$ cat config.mk
export PLATFORM = sky130hd
export DESIGN_NAME = cc_switch_conditioner
export DESIGN_NICKNAME = d
export VERILOG_FILES = /design/src/rtl/cc_switch_conditioner.sv
export SDC_FILE = /design/constraint.sdc
export NUM_CORES = 1
export LEC_CHECK = 0
export CAP_MARGIN = 20
export CORE_MARGIN = 1
export CORE_UTILIZATION = 55
export CTS_CLUSTER_DIAMETER = 40
export DETAILED_ROUTE_END_ITERATION = 8
export PLACE_DENSITY = 0.69
export SETUP_SLACK_MARGIN = 0.15
export SLEW_MARGIN = 10
export SYNTH_ARGS = -nofsm -noshare
export SYNTH_HDL_FRONTEND = slang
export SYNTH_SLANG_ARGS = --single-unit
$ cat constraint.sdc
create_clock -name clock -period 5.2 [get_ports clock]
set_input_delay 1.04 -clock clock [delete_from_list [all_inputs] [get_ports clock]]
set_output_delay 1.04 -clock clock [all_outputs]
set_load 0.02 [all_outputs]
$ cat src/rtl/cc_switch_conditioner.sv
`default_nettype none
// ============================================================================
//  Module   : cc_switch_conditioner
//  Purpose  : Front end for cruise_control. Synchronises and debounces the raw
//             steering-column and brake-pedal switch levels. Arbitrates between
//             them and emits clean single-cycle command pulses. Accel and coast
//             auto-repeat while held. The brake locks out everything except
//             cancel.
//  Ports    : clock        - system clock, rising edge
//             reset        - asynchronous, active-low reset
//             *_raw        - raw asynchronous switch levels, active-high
//                            (set, accel, coast, cancel, resume, brake)
//             set/accel/coast/cancel/resume/brake
//                          - registered one-cycle command pulses, at most
//                            one per cycle
//             brake_held   - debounced brake level
//             conflict     - accel and coast both debounced-high
//  Revision : 1.0  initial release
// ============================================================================
module cc_switch_conditioner #(
  parameter int DEBOUNCE_CYCLES = 4,
  parameter int REPEAT_DELAY    = 16,
  parameter int REPEAT_PERIOD   = 8,
  parameter int CNT_W           = 8
) (
  input  logic clock,
  input  logic reset,
  input  logic set_raw,
  input  logic accel_raw,
  input  logic coast_raw,
  input  logic cancel_raw,
  input  logic resume_raw,
  input  logic brake_raw,
  output logic set,
  output logic accel,
  output logic coast,
  output logic cancel,
  output logic resume,
  output logic brake,
  output logic brake_held,
  output logic conflict
);

  // Switch indices. Accel and coast are 0 and 1 so the repeat generate can
  // index the switch vectors directly.
  localparam int c_N_SW   = 6;
  localparam int c_ACCEL  = 0;
  localparam int c_COAST  = 1;
  localparam int c_SET    = 2;
  localparam int c_CANCEL = 3;
  localparam int c_RESUME = 4;
  localparam int c_BRAKE  = 5;

  // Terminal counts are "last value before the event". The registered output
  // stage then lands each pulse exactly on the nominal edge.
  localparam logic [CNT_W-1:0] c_DEB_LAST    = CNT_W'(DEBOUNCE_CYCLES - 1);
  localparam logic [CNT_W-1:0] c_DELAY_LAST  = CNT_W'(REPEAT_DELAY - 1);
  localparam logic [CNT_W-1:0] c_PERIOD_LAST = CNT_W'(REPEAT_PERIOD - 1);

  typedef enum logic [1:0] {
    ST_IDLE   = 2'd0,
    ST_WAIT   = 2'd1,
    ST_REPEAT = 2'd2
  } rpt_state_t;

  logic [c_N_SW-1:0] w_raw;
  logic [c_N_SW-1:0] r_sync1;
  logic [c_N_SW-1:0] r_sync2;
  logic [c_N_SW-1:0] w_deb;
  logic [c_N_SW-1:0] r_deb_q;
  logic [c_N_SW-1:0] w_press;
  logic [1:0]        w_rpt_fire;
  logic [c_N_SW-1:0] w_ev;
  logic [c_N_SW-1:0] w_pulse_nxt;
  logic [c_N_SW-1:0] r_pulse;
  logic              w_brake_held;
  logic              w_conflict;

  assign w_raw = {brake_raw, resume_raw, cancel_raw, set_raw, coast_raw, accel_raw};

  // Two-flop synchroniser, plus a delayed copy of the debounced level for
  // edge detection.
  always_ff @(posedge clock or negedge reset) begin
    if (!reset) begin
      r_sync1 <= '0;
      r_sync2 <= '0;
      r_deb_q <= '0;
    end else begin
      r_sync1 <= w_raw;
      r_sync2 <= r_sync1;
      r_deb_q <= w_deb;
    end
  end

  // Per-switch debounce. Any cycle where the synced value matches the
  // debounced state restarts the count, so short glitches are absorbed.
  generate
    for (genvar gi = 0; gi < c_N_SW; gi++) begin : g_debounce
      logic [CNT_W-1:0] r_cnt;
      logic             r_deb;

      always_ff @(posedge clock or negedge reset) begin
        if (!reset) begin
          r_cnt <= '0;
          r_deb <= 1'b0;
        end else if (r_sync2[gi] != r_deb) begin
          if (r_cnt >= c_DEB_LAST) begin
            r_deb <= r_sync2[gi];
            r_cnt <= '0;
          end else begin
            r_cnt <= r_cnt + 1'b1;
          end
        end else begin
          r_cnt <= '0;
        end
      end

      assign w_deb[gi] = r_deb;
    end
  endgenerate

  // Press event is valid for the single cycle after the debounced level rises.
  assign w_press      = w_deb & ~r_deb_q;
  assign w_brake_held = w_deb[c_BRAKE];
  assign w_conflict   = w_deb[c_ACCEL] & w_deb[c_COAST];

  // Hold-to-repeat for accel (0) and coast (1). Brake or conflict forces IDLE.
  // Only a fresh press edge leaves IDLE, so clearing a conflict never
  // resumes repeating on its own.
  generate
    for (genvar gr = 0; gr < 2; gr++) begin : g_repeat
      rpt_state_t       r_state;
      rpt_state_t       w_state_nxt;
      logic [CNT_W-1:0] r_cnt;
      logic [CNT_W-1:0] w_cnt_nxt;
      logic             w_fire;

      always_ff @(posedge clock or negedge reset) begin
        if (!reset) begin
          r_state <= ST_IDLE;
          r_cnt   <= '0;
        end else begin
          r_state <= w_state_nxt;
          r_cnt   <= w_cnt_nxt;
        end
      end

      always_comb begin
        w_state_nxt = r_state;
        w_cnt_nxt   = r_cnt;
        w_fire      = 1'b0;
        if (!w_deb[gr] || w_brake_held || w_conflict) begin
          w_state_nxt = ST_IDLE;
          w_cnt_nxt   = '0;
        end else begin
          case (r_state)
            ST_IDLE: begin
              if (w_press[gr]) begin
                w_fire      = 1'b1;
                w_state_nxt = ST_WAIT;
                w_cnt_nxt   = '0;
              end
            end
            ST_WAIT: begin
              if (r_cnt >= c_DELAY_LAST) begin
                w_fire      = 1'b1;
                w_state_nxt = ST_REPEAT;
                w_cnt_nxt   = '0;
              end else begin
                w_cnt_nxt = r_cnt + 1'b1;
              end
            end
            ST_REPEAT: begin
              if (r_cnt >= c_PERIOD_LAST) begin
                w_fire    = 1'b1;
                w_cnt_nxt = '0;
              end else begin
                w_cnt_nxt = r_cnt + 1'b1;
              end
            end
            default: begin
              w_state_nxt = ST_IDLE;
              w_cnt_nxt   = '0;
            end
          endcase
        end
      end

      assign w_rpt_fire[gr] = w_fire;
    end
  endgenerate

  // Lockout, then fixed-priority pick. Losers are dropped, not queued.
  always_comb begin
    w_ev             = '0;
    w_ev[c_BRAKE]    = w_press[c_BRAKE];
    w_ev[c_CANCEL]   = w_press[c_CANCEL];
    w_ev[c_SET]      = w_press[c_SET]    & ~w_brake_held;
    w_ev[c_RESUME]   = w_press[c_RESUME] & ~w_brake_held;
    w_ev[c_ACCEL]    = w_rpt_fire[c_ACCEL];
    w_ev[c_COAST]    = w_rpt_fire[c_COAST];

    w_pulse_nxt = '0;
    if (w_ev[c_BRAKE]) begin
      w_pulse_nxt[c_BRAKE] = 1'b1;
    end else if (w_ev[c_CANCEL]) begin
      w_pulse_nxt[c_CANCEL] = 1'b1;
    end else if (w_ev[c_SET]) begin
      w_pulse_nxt[c_SET] = 1'b1;
    end else if (w_ev[c_RESUME]) begin
      w_pulse_nxt[c_RESUME] = 1'b1;
    end else if (w_ev[c_ACCEL]) begin
      w_pulse_nxt[c_ACCEL] = 1'b1;
    end else if (w_ev[c_COAST]) begin
      w_pulse_nxt[c_COAST] = 1'b1;
    end
  end

  always_ff @(posedge clock or negedge reset) begin
    if (!reset) begin
      r_pulse <= '0;
    end else begin
      r_pulse <= w_pulse_nxt;
    end
  end

  assign set        = r_pulse[c_SET];
  assign accel      = r_pulse[c_ACCEL];
  assign coast      = r_pulse[c_COAST];
  assign cancel     = r_pulse[c_CANCEL];
  assign resume     = r_pulse[c_RESUME];
  assign brake      = r_pulse[c_BRAKE];
  assign brake_held = w_brake_held;
  assign conflict   = w_conflict;

endmodule
`default_nettype wire

=== Word level (Yosys, flattened, before mapping) ===
Index checks and enable logic that the tools add are counted.

* Bits in registers: 98
* Input port bits: 8
* Logic and storage cells: 129

* Add/subtract/negate cells: 8
* Magnitude comparators: 10
* Eq/ne operators: 16
* Muxes and demuxes: 53
* Bitwise logic cells: 6
* Reduce and logical (&&, ||, !) cells: 16

{| class="wikitable"
|+ Operator list
! operator !! count
|-
| $mux 8 || 20
|-
| $add 8x1->8 const B || 8
|-
| $ge 8x2->1 const B || 6
|-
| $pmux 8 s3 || 2
|-
| $mux 1 || 17
|-
| $ge 8x3->1 const B || 2
|-
| $ge 8x4->1 const B || 2
|-
| $mux 2 || 8
|-
| $ne 3x3->1 const B || 4
|-
| $pmux 2 s3 || 2
|-
| $reduce_and 2->1 || 6
|-
| $and 6x6->6 || 1
|-
| $ne 1x1->1 || 6
|-
| $not 6->6 || 1
|-
| $pmux 1 s3 || 2
|-
| $reduce_and 3->1 || 2
|-
| $mux 5 || 1
|-
| $eq 2x1->1 const B || 2
|-
| $eq 2x2->1 const B || 2
|-
| $logic_not 2->1 || 2
|-
| $logic_or 1x1->1 || 4
|-
| $ne 2x2->1 const B || 2
|-
| $and 1x1->1 || 3
|-
| $mux 3 || 1
|-
| 2 further kinds || 3
|}

=== Longest topological paths before layout ===
* Depth after elaboration: 11
* Depth in mapped cells: 7
* Gate-level depth less buffers: 7

=== Least setup slack after synthesis ===
No wires, ideal clock.

* Kind: register to output
* Start: register g_debounce[0].r_deb
* End: output conflict
* Arrival: 0.741 ns
* Required time: 4.160 ns
* Slack: 3.419 ns
* Stages on the path, launching flop included: 3
* Buffers on the path: 1
* Cells stage by stage: dfrtp_1 -> buf_2 -> and2_1

* Cells in the longest elaborated chain, start to end: 1

{| class="wikitable"
|+ RTL lines
! element !! line !! text
|-
| start, declared || 100 || <nowiki>logic r_deb;</nowiki>
|-
| start signal, assigned || 108 || <nowiki>r_deb <= r_sync2[gi];</nowiki>
|-
| $and 1x1->1 || 125 || <nowiki>assign w_conflict = w_deb[c_ACCEL] & w_deb[c_COAST];</nowiki>
|-
| end, declared || 41 || <nowiki>output logic conflict</nowiki>
|}

Every way passes these cells.

=== Worst setup path in the final report ===
Same ends and word-level chain as after synthesis.

==> impl_metrics.toml <==
[placement]
dp_slack_ns = 2.86
place.gp.congestion = 0.787
io_buffer_count = 15
placed_area_um2 = 4070
place.detailed.hpwl_um = 3510

[cts]
post_cts_buffers = 0
numCtsBuffers = 9
htreeDepth = 3
clock-root-buffer = "clkbuf_8"
cts_tree = "done"
clock_latency_ns = 0.36
cts.sinks = 98
ctsHoldBuffers = 0
path_clk_slew_ns = 0.09
cts.path.max_buffers = 2
cts_resized = 0

[power]
vdd_drop_max_uv = 263
power_leakage_nw = 2.03
power.total_w = 0.00142
powerDensity_nw_per_um2 = 329

[yosys]
netlist.area_leader.share_pct = 65.7
synthFlopType = "dfrtp_1"
ys_types = 43
ys_seq_elements = 98
synthArstFlopShare_pct = 100
avgSynthCellArea_um2 = 13.3
ys.warnings.count = 0
syn_area_um2 = 3730
syn_inst = 281
netlist_top_cells_count = "dfrtp_1, nand2_1, ha_1"
synth_most_common_cell = "dfrtp_1"
synth_enable_flop_cells = 0
yosysSeqAreaShare_pct = 65.7
ys_top_cells_by_area = "dfrtp_1, ha_1, nand2_1"
yosysTopAreaCell = "dfrtp_1"

[cells_and_area]
drive_gt1_share_pct = 10.2
nFillCells = 496
num-nets-final = 364
antennaDiodeCount = 0
finalInstanceArea_um2 = 4310
area_growth_pct = 15.3

[floorplan]
start_util_pct = 57.8
die_w_um = 84.4
die_h_um = 84.4
ios = 16
core_um2 = 6460
rows = 29
die-area_um2 = 7120

[critical_path]
worstSetupPathType = "flop to output pin"
endpoint_kind = "output pin"
crit_fanout = 10
worst_ep_required_time_ns = 4.16
worstSetupStartpointType = "flop"
crit_arrival_ns = 1.68

[routing]
route.detailed.drc = 0
drt_iter0_markers = 107
dr.pass1.iters = 4
routed_via_density = 5.01
wl_um = 5270
drtAntennaViolNets = 0
wire_per_inst_um = 12.6
vias = 2100

[global_routing]
overflow = 0
grt_pass1_wl_um = 9450
grt_start_max_net_pins = 67
antenna_found_initial = 0
grt_pass1_vias = 2017
grt_usage_pct = 17.5

[flow_run]
drv_cap = 0

[outcome]
status = "completed"

[timing]
hold_viol = 0
rsz0062_at_grt = "no"
tns_ns = 0
drv_slew = 0
min_period_over_period_pct = 52.4
setup_viol = 0
finClkSkew_ns = 0.00893
worstMarginPinSlew_ns = 0.798
whs_ns = 0.356
post-route-min-period_ns = 2.72
maxSlewHeadroom_pct = 46.8
final.setup.worst_slack_ns = 2.48
fmax_ghz = 0.367

[worst_hold_path]
hp-class = "flop to flop"
[logic make-up (layout without fill, tap and decap cells)]
| group | count (synthesis) | in the layout | synth area share [%] |
|---|---|---|---|
| AND/OR/NAND/NOR | 106 | 106 | 16.8 |
| flip-flops | 98 | 98 | 65.7 |
| AO/OA/AOI/OAI | 33 | 33 | 5.66 |
| adder cells (fa/ha/maj) | 19 | 19 | 6.37 |
| buffers and inverters | 10 | 36 | 1.61 |
| multiplexers | 8 | 8 | 2.35 |
| XOR/XNOR | 6 | 6 | 1.41 |
| other | 1 | 36 | 0.100 |
[state kept, by name, summed over array words and instances (netlist names)]
name / flops
g_debounce.r_cnt: 48
g_repeat.r_cnt: 16
r_deb_q: 6
r_pulse: 6
r_sync1: 6
r_sync2: 6
g_debounce.r_deb: 5
g_repeat.r_state: 4
brake_held: 1
[power breakdown]
part	internal [W]	switching (W)
clock	0.000280	0.000274
sequential	0.000788	0.0000145
combinational	0.0000231	0.0000364
[worst max-delay path: stages (launching register included)]
cell	delay, ns
dfrtp_1	0.54
and2_1	0.19
clkdlybuf4s50_1	0.59
[stage by stage]
step,std cells,utilization (%)
after detailed placement,403,63.0
after global routing,419,66.7
after floorplan,316,-
after CTS,419,66.7
after global placement,403,63.0
final,419,66.7
[layout make-up]
type / instances / area, um2 / share of cell area [%]
flip-flops and latches: 98 / 2450 / 56.9
multi-input cells: 208 / 1350 / 31.4
repair buffers: 16 / 155 / 3.60
clock buffers: 9 / 124 / 2.88
clock inverters: 7 / 111 / 2.59
well taps: 77 / 96.3 / 2.24
inverters: 4 / 15.0 / 0.349
[layout by cell type (no fill, tap or decap), drive strengths merged, types with 7 or more instances in the layout]
master	synthesis	final
a21oi	7	7
and3	9	9
clkbuf	0	9
clkdlybuf4s50	0	14
conb	1	36
dfrtp	98	98
ha	19	19
nand2	24	24
nand3	10	10
nor2	17	17
nor2b	9	9
nor4	8	8
o21ai	11	11
[routing by layer]
metal / vias up / wire length (um) / track usage (%) / share of wire [%]
li1: 1048 / - / - / -
met1: 1018 / 2480 / 23.7 / 47
met2: 24 / 2550 / 27.6 / 48
met3: 10 / 154 / 3.54 / 2.9
met4: 0 / 98 / 8.78 / 1.9
met5: - / 0 / 0 / 0
[worst paths after layout]
kind	from	end	slack, ns	depth (start not counted)
max	g_debounce[0].r_deb	conflict	2.48	2
min	r_sync1[2]	r_sync2[2]	0.36	0
max reg2reg	g_debounce[1].r_cnt[0]	g_debounce[1].r_deb	3.26	4
min reg2reg	r_sync1[2]	r_sync2[2]	0.36	0
max in group asynchronous	reset	r_deb_q[0]	3.52	2
min in group asynchronous	reset	g_repeat[1].r_cnt[3]	0.75	1
(Power assumes the default switching activity.)
